--- src/rtl/cube_color_tracker_pkg.sv ---
// Shared types for the pyramid colour tracker and cube_generator.
// Holds FSM state type, colour-rule encodings and default geometry.
package cube_color_tracker_pkg;

  localparam int N_CUBE_DEFAULT = 28;

  localparam logic [1:0] MODE_SINGLE = 2'd0;
  localparam logic [1:0] MODE_TOGGLE = 2'd1;
  localparam logic [1:0] MODE_TWOHIT = 2'd2;

  localparam logic [1:0] DELTA_NONE = 2'b00;
  localparam logic [1:0] DELTA_INC  = 2'b01;
  localparam logic [1:0] DELTA_DEC  = 2'b11;

  typedef enum logic [2:0] {
    IDLE,
    JUMP,
    FALL,
    CHECK,
    CLEARED
  } tracker_state_t;

endpackage

--- src/rtl/cube_hit_rule.sv ---
// Colour rule for one landing: next done/half vectors and count delta.
// Purely combinational; target is assumed one-hot.
module cube_hit_rule
  import cube_color_tracker_pkg::*;
#(
  parameter int N_cube = N_CUBE_DEFAULT
) (
  input  logic [N_cube-1:0] done_v,
  input  logic [N_cube-1:0] half_v,
  input  logic [N_cube-1:0] target,
  input  logic [1:0]        mode,
  output logic [N_cube-1:0] pend_done,
  output logic [N_cube-1:0] pend_half,
  output logic [1:0]        delta
);

  logic hit_done;
  logic hit_half;
  logic rose;
  logic fell;

  assign hit_done = |(done_v & target);
  assign hit_half = |(half_v & target);

  always_comb begin
    pend_done = done_v;
    pend_half = half_v;
    unique case (1'b1)
      (mode == MODE_TOGGLE): begin
        pend_done = done_v ^ target;
        pend_half = '0;
      end
      (mode == MODE_TWOHIT): begin
        // a completed cube absorbs further hits unchanged
        if (!hit_done) begin
          if (hit_half) begin
            pend_done = done_v | target;
            pend_half = half_v & ~target;
          end else begin
            pend_half = half_v | target;
          end
        end
      end
      default: begin
        pend_done = done_v | target;
        pend_half = '0;
      end
    endcase
  end

  assign rose = |(target & ~done_v & pend_done);
  assign fell = |(target & done_v & ~pend_done);

  always_comb begin
    delta = DELTA_NONE;
    if (rose)
      delta = DELTA_INC;
    else if (fell)
      delta = DELTA_DEC;
  end

endmodule

--- src/rtl/cube_color_tracker.sv ---
// Tracks visited-cube colours, lookahead to the landing cube,
// counts completed cubes and flags score, fall and level clear.
module cube_color_tracker
  import cube_color_tracker_pkg::*;
#(
  parameter int N_cube = N_CUBE_DEFAULT,
  parameter int CNT_W  = 6
) (
  input  logic              clk,
  input  logic              reset,
  input  logic              done_move,
  input  logic [N_cube-1:0] position_qb,
  input  logic [N_cube-1:0] e_next_qb,
  input  logic              level_start,
  input  logic [1:0]        mode,
  output logic [N_cube-1:0] e_color_state,
  output logic [N_cube-1:0] e_half_state,
  output logic [CNT_W-1:0]  cube_count,
  output logic              score_pulse,
  output logic              fall_pulse,
  output logic              level_done
);

  localparam logic [CNT_W-1:0] N_CNT = CNT_W'(N_cube);

  tracker_state_t    state;
  logic [N_cube-1:0] done_reg;
  logic [N_cube-1:0] half_reg;
  logic [CNT_W-1:0]  count_reg;

  logic [N_cube-1:0] pend_done_q;
  logic [N_cube-1:0] pend_half_q;
  logic [CNT_W-1:0]  pend_count_q;
  logic              pend_rose_q;

  logic [N_cube-1:0] hit_done;
  logic [N_cube-1:0] hit_half;
  logic [1:0]        hit_delta;
  logic [CNT_W-1:0]  cnt_next;
  logic              moving;
  logic              off_pyr;
  logic              one_hot;

  cube_hit_rule #(
    .N_cube(N_cube)
  ) u_rule (
    .done_v   (done_reg),
    .half_v   (half_reg),
    .target   (e_next_qb),
    .mode     (mode),
    .pend_done(hit_done),
    .pend_half(hit_half),
    .delta    (hit_delta)
  );

  assign moving  = (e_next_qb != position_qb);
  assign off_pyr = (e_next_qb == '0);
  assign one_hot = $onehot(e_next_qb);

  // saturate at both ends of the cube range
  always_comb begin
    cnt_next = count_reg;
    if (hit_delta == DELTA_INC && count_reg < N_CNT)
      cnt_next = count_reg + 1'b1;
    else if (hit_delta == DELTA_DEC && count_reg != '0)
      cnt_next = count_reg - 1'b1;
  end

  always_ff @(posedge clk) begin
    if (reset || level_start) begin
      state         <= IDLE;
      done_reg      <= '0;
      half_reg      <= '0;
      count_reg     <= '0;
      pend_done_q   <= '0;
      pend_half_q   <= '0;
      pend_count_q  <= '0;
      pend_rose_q   <= 1'b0;
      e_color_state <= '0;
      e_half_state  <= '0;
      cube_count    <= '0;
      score_pulse   <= 1'b0;
      fall_pulse    <= 1'b0;
      level_done    <= 1'b0;
    end else begin
      score_pulse <= 1'b0;
      fall_pulse  <= 1'b0;
      unique case (state)
        IDLE: begin
          if (moving) begin
            if (off_pyr) begin
              state <= FALL;
            end else if (one_hot) begin
              pend_done_q   <= hit_done;
              pend_half_q   <= hit_half;
              pend_count_q  <= cnt_next;
              pend_rose_q   <= (hit_delta == DELTA_INC);
              e_color_state <= hit_done;
              e_half_state  <= hit_half;
              state         <= JUMP;
            end
          end
        end
        JUMP: begin
          if (done_move) begin
            done_reg    <= pend_done_q;
            half_reg    <= pend_half_q;
            count_reg   <= pend_count_q;
            cube_count  <= pend_count_q;
            score_pulse <= pend_rose_q;
            state       <= CHECK;
          end
        end
        FALL: begin
          if (done_move) begin
            fall_pulse <= 1'b1;
            state      <= IDLE;
          end
        end
        CHECK: begin
          if (count_reg == N_CNT) begin
            level_done <= 1'b1;
            state      <= CLEARED;
          end else begin
            state <= IDLE;
          end
        end
        CLEARED: begin
          level_done <= 1'b1;
        end
        default: state <= IDLE;
      endcase
    end
  end

endmodule

--- config.mk ---
export PLATFORM = sky130hd
export DESIGN_NAME = cube_color_tracker
export DESIGN_NICKNAME = d
export VERILOG_FILES = /design/src/rtl/cube_color_tracker_pkg.sv /design/src/rtl/cube_hit_rule.sv /design/src/rtl/cube_color_tracker.sv
export SDC_FILE = /design/constraint.sdc
export NUM_CORES = 1
export LEC_CHECK = 0
export BUFFER_PORTS_ARGS = -buffer_cell sky130_fd_sc_hd__buf_2
export CAP_MARGIN = 20
export CORE_UTILIZATION = 53
export CTS_BUF_LIST = sky130_fd_sc_hd__clkbuf_16
export DETAILED_ROUTE_END_ITERATION = 16
export GPL_ROUTABILITY_DRIVEN = 1
export HOLD_SLACK_MARGIN = 0.03
export PLACE_DENSITY_LB_ADDON = 0.25
export SLEW_MARGIN = 20
export SYNTH_ARGS = -nofsm -noshare
export SYNTH_HDL_FRONTEND = slang
export SYNTH_HIERARCHICAL = 1
export SYNTH_SLANG_ARGS = --single-unit
export TNS_END_PERCENT = 50
--- constraint.sdc ---
create_clock -name clk -period 5.04 [get_ports clk]
set_input_delay 0.252 -clock clk [delete_from_list [all_inputs] [get_ports clk]]
set_output_delay 0.252 -clock clk [all_outputs]
set_load 0.1 [all_outputs]
# Word level (Yosys, flattened, before mapping)
# Index checks and enable logic that the tools add are counted.
# totals
register_bits,131
latchBits,0
ramBits,0
mem_bits_ro,0
in_bits,62
output_inout_bits,65
mem_count,0
# classes
addsub,29
mul,0
div,0
n_lt_le_gt_ge,1
n_eq_ne,16
n_shift,0
n_mux,20
bitwise,17
n_reduce_logical,17
# op_table
operator,count
$and 28x28->28,6
$mux 28,5
$reduce_or 28->1,4
$not 28->28,3
$or 28x28->28,2
$pmux 28 s2,1
$add 1x1->2,14
$logic_not 28->1,1
$ne 28x28->1,1
$xor 28x28->28,1
$add 2x2->3,7
$mux 3,6
$pmux 3 s5,1
$add 3x3->4,3
$mux 6,2
$ne 2x2->1 const B,4
$add 6x1->6 const B,1
$eq 3x2->1 const B,2
$eq 6x5->1 const B,1
$lt 6x5->1 const B,1
$reduce_bool 6->1,1
$sub 6x1->6 const B,1
$add 4x3->5,1
$add 4x4->5,1
other kinds (20),30

# Longest topological paths before layout
# logic_depth
depth_word,14
ltp_mapped,20
ltp_nobuf,18

# Hierarchy
# Netlist, hierarchy kept.
# modules_own_cells
mod,n_inst,cells_each,area_each_um2,seq_area_each_um2
cube_color_tracker,1,745,6075.8,2622.5
cube_hit_rule,1,487,3256.9,0.0

# Worst setup path after synthesis
# OpenSTA, ideal clock, no wires.
# synth_timing
kind,input -> register
from,in e_next_qb[5]
to,reg pend_done_q[1]
setup_time_ns,0.132
arrival_ns,5.353
required_ns,4.908
path_slack_ns,-0.445
path_stages,20
cell_sequence,inv_1 -> fa_1 -> inv_1 -> fa_1 -> fa_1 -> fa_1 -> inv_1 -> fa_1 -> fa_1 -> inv_1 -> ha_1 -> fa_1 -> a21o_1 -> a21oi_2 -> xnor2_1 -> or4_4 -> buf_6 -> buf_8 -> o21ai_1 -> a21oi_1
# synth_between
elab_chain_len,7
word_cells_on_any_way,17
cone_classes,add/sub (5); eq/ne (2); mux (3); bitwise (3); reduce/logical (4)
# synth_rtl
element,line,text
"start, declared",cube_color_tracker.sv:13,"input logic [N_cube-1:0] e_next_qb,"
$add 1x1->2 (implied by the code),cube_color_tracker.sv:58,assign one_hot = $onehot(e_next_qb);
$add 2x2->3 (implied by the code),cube_color_tracker.sv:58,
$add 3x3->4 (implied by the code),cube_color_tracker.sv:58,
$add 4x4->5 (implied by the code),cube_color_tracker.sv:58,
$add 5x5->5 (implied by the code),cube_color_tracker.sv:58,
$eq 5x1->1,cube_color_tracker.sv:58,
$reduce_and 4->1 (no line),--,
"end signal, assigned",cube_color_tracker.sv:94,pend_done_q <= hit_done;
"end, declared",cube_color_tracker.sv:31,logic [N_cube-1:0] pend_done_q;
# Parallel ways exist; a longest one is shown, timed or not.
# A chain may end at the register's enable or synchronous reset.

# Worst setup path in the final report
# layout_timing
from,in e_next_qb[21]
to,reg pend_half_q[24]
# layout_between
elab_chain_len,7
word_cells_on_any_way,17
cone_classes,add/sub (5); eq/ne (2); mux (3); bitwise (3); reduce/logical (4)
# layout_rtl
element,line,text
$add 1x1->2 (implied by the code),cube_color_tracker.sv:58,
$add 2x2->3 (implied by the code),cube_color_tracker.sv:58,
$add 3x3->4 (implied by the code),cube_color_tracker.sv:58,
$add 4x3->5 (implied by the code),cube_color_tracker.sv:58,
$add 5x5->5 (implied by the code),cube_color_tracker.sv:58,
$eq 5x1->1,cube_color_tracker.sv:58,
$reduce_and 4->1 (no line),--,
"end signal, assigned",cube_color_tracker.sv:95,pend_half_q <= hit_half;
"end, declared",cube_color_tracker.sv:32,logic [N_cube-1:0] pend_half_q;
# Parallel ways exist; a longest one is shown, timed or not.

==> metrics.yaml <==
status: "finished, violations left"
violations: "setup timing"
finalPower_mw: 6.15
layout_setup_ws_ns: -0.333
path_max_fanout: 6
yosys.area.top_type_share: 0.281
die_w_um: 135
async_flop_share: 0
synth_flop_cell: "dfxtp_1"
place_hpwl_um: 23300
vias: 10000
final_util: 0.674
ir_worst_vdd_v: 0.000598
seq_area_um2: 2620
clock-sinks: 131
syn_inst: 1232
rsz0062_at_grt: "yes"
fin_hold_ws_ns: 0.0932
grt_start_max_net_pins: 68
overflow: 0
dieArea_um2: 18100
finalHoldViolations: 0
placed_cells: 1591
cts_tree: "done"
relSlewSlack: 0.253
place_ws_ns: -0.659
ys_types: 63
grt_pass1_wl_um: 50000
numCtsBuffers: 17
htree_num_levels: 4
synth.avg_cell_area_um2: 7.58
arrival_ns: 5.64
areaGrowthSynthToFinish_pct: 24.4
die_h_um: 135
required_ns: 5.31
worst-slew-pin-transition_ns: 1.12
diodes: 0
fp-row-count: 48
hold_buffers: 0
nets: 1578
leakagePower_nw: 4.91
io_buffers: 126
final_cells: 1636
synth_area_um2: 9330
critPathLaunchType: "input port"
fillers: 1481
postRouteAntennaNets: 0
placed_area_um2: 10700
yosys.area.top_type: "dfxtp_1"
gp_congestion: 1.03
start_util: 0.541
maxCapViolCount: 0
synth_seq_area_share: 0.281
synth_edf_count: 0
ys_top_cells_by_area: "dfxtp_1, ha_1, a21oi_1"
core-area_um2: 17200
stdcell_area_um2: 11600
drv_slew: 0
drc: 0
end_kind: "flop"
multi_input_area_um2: 5980
clk_latency_ns: 0.43
setup_viol_count_final: 63
clkTransAtPathRegs_ns: 0.07
routed_wl_um: 32900
clk_path_buf_depth: 2
clock_skew_ns: 0.0119
fin_crit_sh: 1.07
clock.fmax_mhz: 186
hp-class: "in -> reg"
drive_gt1_frac: 0.209
grt_pass1_vias: 9278
synth_warnings: 6
dr.pass1.iters: 8
wl_per_cell_um: 20.1
viasPerCell: 6.12
crit_type: "in -> reg"
ioPinCount: 127
first_iter_violations: 1157
ys_seq_elements: 131
antenna_found_initial: 1
cts_root_buf: "clkbuf_16"
fin_setup_tns_ns: -16.46
synth_nets: 1412
min_period_ns: 5.37
p_per_area_nw_per_um2: 530
track_usage: 0.360
==> worst max-delay path, stage by stage <==
cell	delay, ns
buf_2	0.14
fa_2	0.49
fa_1	0.53
inv_1	0.05
fa_1	0.47
inv_1	0.05
fa_1	0.52
inv_2	0.04
fa_1	0.45
fa_1	0.52
inv_2	0.05
ha_4	0.16
fa_2	0.33
a21o_1	0.20
a21oi_2	0.18
xnor2_2	0.09
or4_4	0.60
buf_12	0.17
buf_16	0.14
o21ai_2	0.12
a21oi_1	0.08
==> power by group <==
part,switching (mW),total (mW),internal (mW)
Combinational,2.10,3.77,1.67
Sequential,0.0575,1.17,1.11
Clock,0.526,1.22,0.692
Total,2.69,6.15,3.47
==> per-layer routing <==
metal | routed length, µm | vias to the layer above | global-route usage
met3 | 2940 | 122 | 0.0698
met4 | 1680 | 2 | 0.192
met1 | 13200 | 4742 | 0.455
met2 | 15100 | 515 | 0.580
met5 | 13 | - | 0
li1 | - | 4631 | -
==> cell type report <==
cell class                 count  share of cell area
clock inverter                15              0.0127
timing repair buffer         226               0.143
clock buffer                  17              0.0366
inverter                     129              0.0424
sequential                   131               0.226
tap                          225              0.0242
multi-input combinational    893               0.515
==> Yosys cell counts, types with 3 or more instances <==
master,n
a2111oi_0,5
a211oi_1,6
a21boi_0,3
a21o_1,11
a21oi_1,159
a221oi_1,9
a22o_1,5
a22oi_1,19
a2bb2oi_1,7
a31oi_1,9
buf_2,8
buf_6,3
clkbuf_1,65
dfxtp_1,131
fa_1,20
ha_1,98
inv_1,129
mux2i_1,3
nand2_1,171
nand3_1,107
nand4_1,18
nor2_1,11
nor2b_1,4
nor3_1,7
nor4_1,19
o2111ai_1,7
o211ai_1,4
o21ai_0,88
o21ai_1,20
o22ai_1,7
or2_2,4
or4_1,3
xnor2_1,20
xor2_1,15
==> cells by family (layout without fill, tap and decap cells) <==
family | after synthesis | after routing | share of synthesized area
AO/OA/AOI/OAI | 370 | 370 | 0.232
multiplexers | 4 | 4 | 0.00442
flip-flops | 131 | 131 | 0.281
XOR/XNOR | 35 | 35 | 0.0328
buffers and inverters | 208 | 387 | 0.0885
AND/OR/NAND/NOR | 366 | 366 | 0.187
adder cells (fa/ha/maj) | 118 | 118 | 0.174
==> timing repair <==
| item | 4_1_cts | 5_1_grt |
|---|---|---|
| gates cloned | 3 | 4 |
| endpoints found under the setup margin | 63 | 64 |
| pin swaps | 8 | 16 |
| resized for setup | 20 | 29 |
| buffers inserted | 6 | 0 |
==> final timing paths <==
kind	from	endpoint	slack (ns)	depth (start not counted)
setup / recovery	e_next_qb[21]	pend_half_q[24]	-0.33	21
hold / removal	done_move	fall_pulse	0.09	3
setup reg to reg	done_reg[1]	pend_count_q[4]	0.15	17
hold reg to reg	pend_count_q[1]	pend_count_q[1]	0.45	2
==> layout by cell type, fill, tap and decap left out, drive strengths merged, types with 3 or more instances in the layout <==
| cell type | synthesis | final |
|---|---|---|
| a21boi | 3 | 3 |
| dfxtp | 131 | 131 |
| nand4 | 18 | 18 |
| o21ai | 109 | 109 |
| o211ai | 4 | 4 |
| a22o | 5 | 5 |
| ha | 98 | 98 |
| o2111ai | 7 | 7 |
| buf | 13 | 222 |
| nand3 | 107 | 107 |
| nor2 | 13 | 13 |
| or4 | 4 | 4 |
| fa | 20 | 20 |
| nor2b | 4 | 4 |
| a2111oi | 6 | 6 |
| a2bb2oi | 7 | 7 |
| nand2 | 171 | 171 |
| a31oi | 9 | 9 |
| a21oi | 160 | 160 |
| inv | 129 | 137 |
| a221oi | 9 | 9 |
| xnor2 | 20 | 20 |
| mux2i | 3 | 3 |
| a21o | 11 | 11 |
| o22ai | 7 | 7 |
| nor3 | 7 | 7 |
| nor4 | 20 | 20 |
| a211oi | 7 | 7 |
| clkbuf | 66 | 21 |
| or2 | 5 | 5 |
| a22oi | 19 | 19 |
| clkinv | 0 | 5 |
| xor2 | 15 | 15 |
Power figures use the tool's default switching activity.
